File: src/rtl/serial_command_decoder.sv
// serial_command_decoder
// Turns ASCII command bytes from the USART receiver into recorder and dumper
// controls. Each command gets a one-byte acknowledge ('+' or '?') on the TX side.
// Only one response is outstanding at a time, so the receiver is stalled while
// it waits for the TX FIFO to take the byte.
module serial_command_decoder #(
  parameter int TIMEOUT_CYCLES = 1000000,
  parameter int RESET_CYCLES   = 16
) (
  input  logic       comm_clock,
  input  logic       reset,
  input  logic       rx_valid,
  output logic       rx_ready,
  input  logic [7:0] rx_data,
  output logic       tx_valid,
  input  logic       tx_ready,
  output logic [7:0] tx_data,
  input  logic       dump_busy,
  output logic       dump_start,
  output logic       record_start,
  output logic       record_trigger,
  output logic [7:0] record_limit,
  output logic       bus_reset
);

  // Width of the hex-entry timeout counter; it only ever has to hold TIMEOUT_CYCLES-1.
  localparam int TW = (TIMEOUT_CYCLES > 1) ? $clog2(TIMEOUT_CYCLES) : 1;
  // Width of the bus reset down-counter; it is loaded with RESET_CYCLES.
  localparam int RW = (RESET_CYCLES > 0) ? $clog2(RESET_CYCLES + 1) : 1;

  localparam logic [TW-1:0] TO_LAST  = TW'(TIMEOUT_CYCLES - 1);
  localparam logic [RW-1:0] RST_LOAD = RW'(RESET_CYCLES);

  // ASCII codes for the command bytes.
  localparam logic [7:0] CH_D     = 8'h64;  // 'd'
  localparam logic [7:0] CH_R     = 8'h72;  // 'r'
  localparam logic [7:0] CH_S     = 8'h73;  // 's'
  localparam logic [7:0] CH_T     = 8'h74;  // 't'
  localparam logic [7:0] CH_X     = 8'h78;  // 'x'
  localparam logic [7:0] CH_N     = 8'h6E;  // 'n'
  localparam logic [7:0] CH_CR    = 8'h0D;
  localparam logic [7:0] CH_LF    = 8'h0A;
  localparam logic [7:0] CH_SP    = 8'h20;
  localparam logic [7:0] RESP_OK  = 8'h2B;  // '+'
  localparam logic [7:0] RESP_ERR = 8'h3F;  // '?'

  typedef enum logic [1:0] {
    IDLE    = 2'd0,
    HEX_HI  = 2'd1,
    HEX_LO  = 2'd2,
    RESPOND = 2'd3
  } state_t;

  state_t          state_reg, state_next;
  logic            rx_ready_reg;
  logic            rx_ready_next;
  logic            tx_valid_reg, tx_valid_next;
  logic [7:0]      tx_data_reg, tx_data_next;
  logic            dump_start_reg, dump_start_next;
  logic            record_start_reg, record_start_next;
  logic            record_trigger_reg, record_trigger_next;
  logic [7:0]      record_limit_reg, record_limit_next;
  logic [3:0]      hi_nibble_reg, hi_nibble_next;
  logic [TW-1:0]   timeout_cnt_reg, timeout_cnt_next;
  logic [RW-1:0]   rst_cnt_reg;
  logic            bus_reset_reg;
  logic            load_reset;

  logic            accept;
  logic            resp_go;
  logic [7:0]      resp_byte;
  logic [4:0]      hex_dec;

  // Returns {valid, nibble} for an ASCII hex digit in either letter case.
  function automatic logic [4:0] hex_decode(input logic [7:0] b);
    logic [4:0] r;
    r = 5'd0;
    if (b >= 8'h30 && b <= 8'h39) begin
      r = {1'b1, b[3:0]};
    end else if ((b >= 8'h61 && b <= 8'h66) || (b >= 8'h41 && b <= 8'h46)) begin
      r = {1'b1, 4'(b[3:0] + 4'd9)};
    end
    return r;
  endfunction

  assign accept  = rx_valid && rx_ready_reg;
  assign hex_dec = hex_decode(rx_data);

  // Next-state and next-output decode; every register value is computed here.
  always_comb begin
    state_next          = state_reg;
    tx_valid_next       = tx_valid_reg;
    tx_data_next        = tx_data_reg;
    dump_start_next     = 1'b0;
    record_start_next   = record_start_reg;
    record_trigger_next = 1'b0;
    record_limit_next   = record_limit_reg;
    hi_nibble_next      = hi_nibble_reg;
    timeout_cnt_next    = timeout_cnt_reg;
    load_reset          = 1'b0;
    resp_go             = 1'b0;
    resp_byte           = RESP_OK;

    case (state_reg)
      IDLE: begin
        if (accept) begin
          case (rx_data)
            CH_D: begin
              resp_go = 1'b1;
              if (!dump_busy) begin
                dump_start_next = 1'b1;
              end else begin
                resp_byte = RESP_ERR;
              end
            end
            CH_R: begin
              record_start_next = 1'b1;
              resp_go           = 1'b1;
            end
            CH_S: begin
              record_start_next = 1'b0;
              resp_go           = 1'b1;
            end
            CH_T: begin
              record_trigger_next = 1'b1;
              resp_go             = 1'b1;
            end
            CH_X: begin
              load_reset = 1'b1;
              resp_go    = 1'b1;
            end
            CH_N: begin
              state_next       = HEX_HI;
              timeout_cnt_next = '0;
            end
            CH_CR, CH_LF, CH_SP: begin
              // Whitespace between commands is dropped without a reply.
            end
            default: begin
              resp_go   = 1'b1;
              resp_byte = RESP_ERR;
            end
          endcase
        end
      end

      HEX_HI, HEX_LO: begin
        if (accept) begin
          timeout_cnt_next = '0;
          if (!hex_dec[4]) begin
            resp_go   = 1'b1;
            resp_byte = RESP_ERR;
          end else if (state_reg == HEX_HI) begin
            hi_nibble_next = hex_dec[3:0];
            state_next     = HEX_LO;
          end else begin
            record_limit_next = {hi_nibble_reg, hex_dec[3:0]};
            resp_go           = 1'b1;
          end
        end else if (timeout_cnt_reg == TO_LAST) begin
          resp_go   = 1'b1;
          resp_byte = RESP_ERR;
        end else begin
          timeout_cnt_next = timeout_cnt_reg + 1'b1;
        end
      end

      RESPOND: begin
        if (tx_ready) begin
          tx_valid_next = 1'b0;
          state_next    = IDLE;
        end
      end

      default: begin
        state_next = IDLE;
      end
    endcase

    if (resp_go) begin
      state_next    = RESPOND;
      tx_valid_next = 1'b1;
      tx_data_next  = resp_byte;
    end

    rx_ready_next = (state_next != RESPOND);
  end

  // State and registered outputs.
  always_ff @(posedge comm_clock) begin
    if (reset) begin
      state_reg          <= IDLE;
      rx_ready_reg       <= 1'b0;
      tx_valid_reg       <= 1'b0;
      tx_data_reg        <= 8'h00;
      dump_start_reg     <= 1'b0;
      record_start_reg   <= 1'b1;
      record_trigger_reg <= 1'b0;
      record_limit_reg   <= 8'h00;
      hi_nibble_reg      <= 4'h0;
      timeout_cnt_reg    <= '0;
    end else begin
      state_reg          <= state_next;
      rx_ready_reg       <= rx_ready_next;
      tx_valid_reg       <= tx_valid_next;
      tx_data_reg        <= tx_data_next;
      dump_start_reg     <= dump_start_next;
      record_start_reg   <= record_start_next;
      record_trigger_reg <= record_trigger_next;
      record_limit_reg   <= record_limit_next;
      hi_nibble_reg      <= hi_nibble_next;
      timeout_cnt_reg    <= timeout_cnt_next;
    end
  end

  // Bus reset pulse stretcher; independent of the command FSM, reloaded by every 'x'.
  always_ff @(posedge comm_clock) begin
    if (reset) begin
      rst_cnt_reg   <= '0;
      bus_reset_reg <= 1'b0;
    end else if (load_reset) begin
      rst_cnt_reg   <= RST_LOAD;
      bus_reset_reg <= 1'b1;
    end else if (rst_cnt_reg > RW'(1)) begin
      rst_cnt_reg   <= rst_cnt_reg - 1'b1;
      bus_reset_reg <= 1'b1;
    end else begin
      rst_cnt_reg   <= '0;
      bus_reset_reg <= 1'b0;
    end
  end

  assign rx_ready       = rx_ready_reg;
  assign tx_valid       = tx_valid_reg;
  assign tx_data        = tx_data_reg;
  assign dump_start     = dump_start_reg;
  assign record_start   = record_start_reg;
  assign record_trigger = record_trigger_reg;
  assign record_limit   = record_limit_reg;
  assign bus_reset      = bus_reset_reg;

endmodule

File: config.mk
export PLATFORM = sky130hd
export DESIGN_NAME = serial_command_decoder
export DESIGN_NICKNAME = d
export VERILOG_FILES = /design/src/rtl/serial_command_decoder.sv
export SDC_FILE = /design/constraint.sdc
export NUM_CORES = 1
export LEC_CHECK = 0
export CAP_MARGIN = 40
export CORE_ASPECT_RATIO = 1.5
export CORE_MARGIN = 4
export CORE_UTILIZATION = 25
export DETAILED_ROUTE_END_ITERATION = 6
export PLACE_DENSITY = 0.4
export SYNTH_ARGS = -nofsm -noshare
export SYNTH_HDL_FRONTEND = slang
export SYNTH_SLANG_ARGS = --single-unit
File: constraint.sdc
create_clock -name comm_clock -period 3 [get_ports comm_clock]
set_input_delay 0.9 -clock comm_clock [delete_from_list [all_inputs] [get_ports comm_clock]]
set_output_delay 0.9 -clock comm_clock [all_outputs]
set_load 0.02 [all_outputs]
Word level (Yosys, flattened, before mapping)

Index checks and enable logic that the tools add are counted.

Add/subtract/negate cells: 3
$lt $le $gt $ge: 7
Equal/unequal tests: 17
Multiplexer cells: 42
Bitwise logic cells: 5
Reduce and logical (&&, ||, !) cells: 21

Operators by type and width:

| kind                                                          | number |
|---|---|
| two-way mux 20 bit                                            | 4 |
| == test 8 x 7 -> 1 bit, second input constant                 | 6 |
| two-way mux 5 bit                                             | 8 |
| case mux 20 bit (2 select lines)                              | 1 |
| adder 20 x 1 -> 20 bit, second input constant                 | 1 |
| == test 20 bit, second input constant                         | 1 |
| == test 8 x 4 -> 1 bit, second input constant                 | 2 |
| >= comparator 8 x 7 -> 1 bit, second input constant           | 2 |
| <= comparator 8 x 7 -> 1 bit, second input constant           | 2 |
| two-way mux 1 bit                                             | 16 |
| case mux 8 bit (2 select lines)                               | 1 |
| two-way mux 2 bit                                             | 7 |
| AND reduction 4 bit                                           | 3 |
| case mux 5 bit (2 select lines)                               | 1 |
| == test 8 x 6 -> 1 bit, second input constant                 | 1 |
| >= comparator 8 x 6 -> 1 bit, second input constant           | 1 |
| <= comparator 8 x 6 -> 1 bit, second input constant           | 1 |
| two-way mux 8 bit                                             | 1 |
| nonzero test 2 bit                                            | 4 |
| OR reduction 4 bit                                            | 2 |
| OR reduction 8 bit                                            | 1 |
| case mux 2 bit (3 select lines)                               | 1 |
| OR reduction 3 bit                                            | 2 |
| greater-than comparator 5 x 1 -> 1 bit, second input constant | 1 |
| 15 further kinds                                              | 25 |

Bits in registers: 53
Input port bits: 13
Output and inout bits: 22
Word-level logic and storage cells: 108

Depth between registers and ports, before layout

Depth in word-level cells: 10
Mapped depth: 9

Worst setup path after synthesis

OpenSTA, ideal clock, no wires.

Path type: input -> register
Start: input port rx_data[1]
End: register record_limit_reg[4] (netlist: record_limit[4])
Library setup time: 0.128 ns
Arrival time: 2.375 ns
Data required time: 2.872 ns
Slack: 0.497 ns
Stages on the path: 9
Buffers on the path: 1
Cell sequence: inv_1 > ha_1 > o21bai_1 > a2111oi_4 > nor2_2 > nor2b_2 > buf_6 > mux2i_1 > nor2_1

Word-level cells in the longest chain between the ends: 6
Elaborated cells between the ends (all ways): 13

Ends and longest elaborated chain:

| what                                                                         | line | text |
|---|---|---|
| start, declared                                                              | 14   | `input logic [7:0] rx_data,` |
| >= comparator 8 x 7 -> 1 bit or <= comparator 8 x 7 -> 1 bit (tied branches) | 80   | `end else if ((b >= 8'h61 && b <= 8'h66) \|\| (b >= 8'h41 && b <= 8'h46)) begin` |
| logical AND 1 bit                                                            | 80   |  |
| logical OR 1 bit                                                             | 80   |  |
| two-way mux 5 bit                                                            | 80   |  |
| two-way mux 5 bit *                                                          | 78   | `if (b >= 8'h30 && b <= 8'h39) begin` |
| AND reduction 4 bit (no line) *                                              | --   |  |
| end signal, assigned                                                         | 210  | `record_limit_reg <= record_limit_next;` |
| end, declared                                                                | 62   | `logic [7:0] record_limit_reg, record_limit_next;` |

Every way passes the cells marked *; elsewhere a longest branch is shown, timed or not.
A chain may end at the register's enable or synchronous reset.

Worst setup path after layout

Start: input port rx_data[0]
End: register rx_ready_reg (netlist: rx_ready)

Word-level cells in the longest chain between the ends: 10
Elaborated cells between the ends (all ways): 29

Ends and longest elaborated chain:

| what                                                                               | line | text |
|---|---|---|
| >= comparator 8 x 7 -> 1 bit or <= comparator 8 x 7 -> 1 bit (tied branches)       | 80   |  |
| logical AND 1 bit                                                                  | 80   |  |
| logical OR 1 bit                                                                   | 80   |  |
| two-way mux 5 bit                                                                  | 80   |  |
| two-way mux 5 bit                                                                  | 78   |  |
| two-way mux 2 bit or two-way mux 1 bit (tied branches)                             | 150  | `if (!hex_dec[4]) begin` |
| two-way mux 2 bit or two-way mux 1 bit (tied branches)                             | 148  | `if (accept) begin` |
| case mux 2 bit (3 select lines) or case mux 1 bit (2 select lines) (tied branches) | 104  | `case (state_reg)` |
| two-way mux 2 bit *                                                                | 180  | `if (resp_go) begin` |
| != test 2 bit *                                                                    | 186  | `rx_ready_next = (state_next != RESPOND);` |
| end signal, assigned                                                               | 204  | `rx_ready_reg <= rx_ready_next;` |
| end, declared                                                                      | 55   | `logic rx_ready_reg;` |

Marked as above.

==> flow_metrics.tcl <==
set metrics [dict create \
    largest_register_ffs 20 \
    pin_count 35 \
    drt_iter0_markers 38 \
    htree_num_levels 2 \
    antenna_found_initial 0 \
    ys.flop_type "dfxtp_1" \
    drv_slew 0 \
    grt_first_pass_wirelength_um 11700 \
    drc 0 \
    path_class "primary input to flip-flop" \
    netlist_area_um2 2620 \
    hp-class "flip-flop to flip-flop" \
    wire_per_inst_um 13.6 \
    cts_resized 0 \
    max_freq_ghz 0.352 \
    fin_total_pwr_w 0.00225 \
    dp.cells 501 \
    cts_tree "done" \
    p_per_area_nw_per_um2 652 \
    pre_cts_ws_ns -0.134 \
    fin_skew_ns 0.00705 \
    cp_slowest_stage_delay_ns 0.53 \
    first_pass_iters 4 \
    grt_pass1_vias 2401 \
    clock_path_buffers 2 \
    critPathTopFamily "compound AO/OA/AOI/OAI gates" \
    portBuffers 32 \
    drive_above_1_share_pct 14.1 \
    clock_tree.root_cell "clkbuf_16" \
    fp-row-count 45 \
    cts.clk_slew.worst_paths_ns 0.07 \
    syn_area_per_cell_um2 8.44 \
    drtAntennaViolNets 0 \
    grt-ovfl-total 0 \
    nFillCells 1108 \
    cts_inserted_buffers 5 \
    critPathLaunchType "primary input" \
    design.die.area_um2 12200 \
    synth-seq-cells 47 \
    place_area_um2 3300 \
    grt_max_degree 18 \
    seq_area_frac_synth_pct 35.9 \
    avgViaCountPerCell 4.59 \
    die_h_um 133 \
    fin_crit_ns 2.84 \
    grt.total_usage_pct 12.0 \
    vias 2335 \
    die_x_um 91.5 \
    fin_nets 393 \
    cp_num_buf_inv 2 \
    routed_wl_um 6940 \
    gp_congestion 0.759 \
    syn2layout_area_growth_pct 31.7 \
    hold_viol_final 0 \
    arrival_ns 3.04 \
    leakagePower_nw 1.23 \
    ir_worst_vdd_mv 0.289 \
    fin_util_pct 33.8 \
    cap_violations 0 \
    cts_hold_buf 0 \
    core_um2 10200 \
    fin_cells 509 \
    setup_viol 0 \
    cp_cell_sequence "clkdlybuf4s50_1 -> inv_1 -> ha_1 -> o21bai_1 -> a2111oi_4 -> o21ai_2 -> a21boi_1 -> o22a_1 -> o211a_1" \
    synth.distinct_cells 59 \
    slowest_stage "clkdlybuf4s50_1" \
    place_hpwl_um 5490 \
    setup_slack_ns 0.160 \
    async_flop_share_pct 0 \
    postCtsSetupBuffers 0 \
    post-route-period-util_pct 94.7 \
    start_util_pct 25.7 \
    required_ns 3.20 \
    synth_edf_count 0 \
    clkLatencyLatePin_ns 0.29 \
    clock_sinks 47 \
    stdcell_area_um2 3450 \
    worstSetupEndpointType "flip-flop" \
    rsz0062_at_grt "false" \
    path_max_fanout 4 \
    outcome "complete, no violations" \
    yosys_warnings 0 \
    syn_inst 310 \
    antennaDiodeCount 0 \
]
-- synthesized netlist by cell type (all sizes together), types with 2 or more instances --
library cell	instances	area, µm²
o22a	2	26.3
nand2	22	82.6
buf	12	85.1
ha	13	163
nand4	12	75.1
nand3	8	57.6
nand2b	4	25.0
a221oi	2	17.5
and2b	2	15.0
nor2	47	191
xnor2	7	61.3
and2	3	18.8
xor2	9	78.8
nor4b	2	17.5
a211oi	8	65.1
dfxtp	47	941
clkbuf	2	7.51
mux2i	5	50.1
and4	2	17.5
o22ai	3	18.8
or4	2	15.0
nor3	13	76.3
a22oi	2	15.0
or3	4	25.0
inv	14	52.6
nand3b	2	15.0
nor4	2	12.5
a21oi	23	115
nor2b	5	33.8
nand4bb	2	22.5
o21ai	11	58.8
and3	3	18.8
-- final timing paths --
| check | slack, ns | start | depth (start not counted) | to |
|---|---|---|---|---|
| worst max register to register | 0.70 | state_reg[0] | 8 | timeout_cnt_reg[8] |
| worst min-delay path | 0.46 | tx_valid | 2 | tx_valid |
| worst min register to register | 0.46 | tx_valid | 2 | tx_valid |
| worst max-delay path | 0.16 | rx_data[0] | 9 | rx_ready |
-- worst min-delay path: stages, from the launching register on --
cell,delay (ns)
dfxtp_1,0.31
nand2_1,0.05
a21oi_1,0.05
-- power breakdown --
part           internal [W]  switching (W)
Sequential         0.000700      0.0000675
Combinational      0.000395       0.000497
Clock              0.000318       0.000269
Total               0.00141       0.000834
-- cells by family (layout without fill, tap and decap cells) --
kind of cell    count (synthesis)  count (layout)  synth area share [%]
flops                          47              47                  35.9
buf+inv                        28              85                  5.54
fa+ha+maj                      13              13                  6.21
other cells                     1               2                 0.143
compound gates                 63              63                  16.7
mux                             5               5                  1.91
xor+xnor                       16              16                  5.35
simple gates                  137             137                  28.2
-- stage by stage --
stage / hold WS, ns / setup TNS, ns
after floorplan: 0.441 / 0
after global placement: 0.454 / -1.10
after detailed placement: 0.455 / -1.44
after CTS: 0.465 / 0
after global routing: 0.508 / 0
final: 0.461 / 0
-- cell usage in the layout (no fill, tap or decap), types with 6 or more instances in the layout --
cell and count:
dfxtp_1 47, a21oi_1 23, inv_1 14, nor2_1 43, clkdlybuf4s50_1 32, buf_4 28, xnor2_1 7, nor3_1 12
nand2_1 22, nand4_1 12, xor2_1 9, o21ai_0 10, a211oi_1 7, nand3_1 6, ha_1 13
-- layer usage --
layer	global-route usage, %	share of wire (%)
met5	0	0
met4	5.29	2.8
met3	2.60	2.4
met2	22.3	53
met1	12.7	42
-- cell type report --
cell class,instances,area [µm²],area share [%]
sequential,47,941,27.3
clock inverter,3,27.5,0.798
timing repair buffer,63,591,17.1
multi-input combinational,236,1540,44.5
clock buffer,5,125,3.63
inverter,14,52.6,1.52
tap,141,176,5.12
Power figures use the tool's default switching activity.
==> RTL edit, RTL diff (config.mk and constraints unchanged) <==
`RESET_CYCLES`: 16 -> 32.
--- a/src/rtl/serial_command_decoder.sv
+++ b/src/rtl/serial_command_decoder.sv
@@ -6,5 +6,5 @@
 module serial_command_decoder #(
   parameter int TIMEOUT_CYCLES = 1000000,
-  parameter int RESET_CYCLES   = 16
+  parameter int RESET_CYCLES   = 32
 ) (
   input  logic       comm_clock,
Behaviour: same outputs for any inputs over 4 cycles, from zero or initial values and one cycle with reset high; that may be too few to reach the edited logic, so the function may still have changed.
==> RTL edit against the unedited design <==
Worst setup slack improved by 0.015 ns. Via count rose by 11%. Sequential share of layout area fell by 0.63 points. Sequential cell count rose by 1. Total power fell by 6.7%. Synthesized cell count rose by 6.8%. Routed wire length rose by 9.4%. Critical path depth fell by 1. Fmax rose by 0.54%. Synthesized area rose by 5.1%. Final area rose by 4.5%. Critical path type unchanged. Largest cell class unchanged.
==> RTL edit: results (changes against the unedited design) <==
Synth
  – Synth Area in Adders: 5.91% (-0.30 points)
  – Post-synth top cells: nor2_1 (49), dfxtp_1 (48), nand2_1 (22)
  – Post-Synth XOR/XNOR Area: 1.91% (-3.4 points)
  – Sequential fraction of the synthesis area: 34.9% (-1.0 points)
  – Cell with the most instances after synthesis: nor2_1
  – Mean Syn Cell Area: 8.31 um^2 (-1.6%)
  – Post-synthesis mux area share: 1.46% (-0.46 points)
  – Cell count after synthesis: 331 (+6.8%)
  – Primary FF master, synth: dfxtp_1
  – Top post-synthesis cells by area: dfxtp_1 (35%), nor2_1 (6.7%), ha_1 (5.9%), a311oi_1 (4.1%), a21oi_1 (3.3%)
  – Synth unique cells: 61 (+3.4%)
  – Compound-gate portion of the synthesized area: 23.0% (+6.3 points)

Critical path
  – RR Endpoint: timeout_cnt_reg[18]
  – Crit Path Max Fanout: 12 (+8)
  – Critical Path End: record_limit[2]
  – CP max stage delay: 0.56 ns (+0.03 ns)
  – Worst path top cell family by delay: simple AND/OR/NAND/NOR gates
  – Critical Path Start: rx_data[3]
  – Worst EP arrival: 3.03 ns (about the same)
  – Slowest CP cell: or4b_4

Place
  – Placed inst area: 0.00343 mm^2 (+4.0%)
  – GP Congestion: 0.774 (+2.0%)
  – Setup slack at placement: -0.199 ns (-0.0641 ns)
  – DP HPWL: 5840 um (+6.4%)

Cells and area
  – Clock-cell share: 4.55% (+0.12 points)
  – Seq area share: 26.7% (-0.63 points)
  – Non-clk invs: 15 (+1)
  – Synthesis-to-layout area growth: 31.0%
  – FFs & Latches: 48 (+2.1%)
  – Count of multi-input gates: 250 (+5.9%)
  – Area of the multi-input gates: 0.00165 mm^2 (+7.2%)
  – Buffering overhead: 16.6% (-0.53 points)
  – Final nets: 413 (+5.1%)
  – Clk_buf instances: 6 (+1)
  – Non-Clock Buffer Count: 67 (+6.3%)
  – Share of cells above drive strength 1: 14.9% (+0.82 points)

Outcome
  – Status: finished clean

Drt
  – First DRT Iteration DRCs: 116 (+210%)
  – WL per Instance: 14.3 um (+4.6%)
  – Vias: 2593 (+11%)

STA
  – Setup ws final: 0.175 ns (+0.0153 ns)
  – Min Hold Slack: 0.472 ns (+0.0118 ns)
  – Clock skew: 0.00382 ns (-0.00323 ns)

Power and ir drop
  – P_seq: 0.771 mW (+0.5%)
  – Leakage power: 1.23 nW (-0.20%)
  – P_int: 1.40 mW (-0.76%)
  – Comb power frac: 33.2% (-6.5 points)
  – P_comb: 0.695 mW (-22%)

GRT
  – Gr usage total: 12.6% (+0.62 points)
  – Vias in the first global route: 2495 (+3.9%)
  – Largest net degree at the start of global routing: 30 (+12)

CTS
  – CTS Hold Bufs: 0 (unchanged)
RTL edit: cell count changes after synthesis, sizes merged, moves of 4 or more:
| cell | change |
|---|---|
| a21oi | -5 |
| nor4 | +5 |
| xor2 | -8 |
| nand4 | -9 |
| a311oi | +14 |
| clkbuf | +8 |
| a41oi | +4 |
| nand3 | +6 |
RTL edit: what timing repair did:
item,CTS,global route
setup endpoints to repair,0,9
resized for setup,0,5
setup buffers,0,0
RTL edit: cells by family (layout without fill, tap and decap cells):
group,after synthesis,in the layout
adder cells (fa/ha/maj),13,13
other,1,2
flip-flops,48,48
AO/OA/AOI/OAI,81,81
multiplexers,4,4
buffers and inverters,34,90
XOR/XNOR,6,6
AND/OR/NAND/NOR,144,144
RTL edit: routing by layer:
layer	up-vias	share of wire [%]	GRT usage, %
met5	-	0	0
met4	0	1.6	4.34
met3	8	2.8	2.16
met2	45	53	22.9
met1	1219	42	14.7
li1	1321	-	-
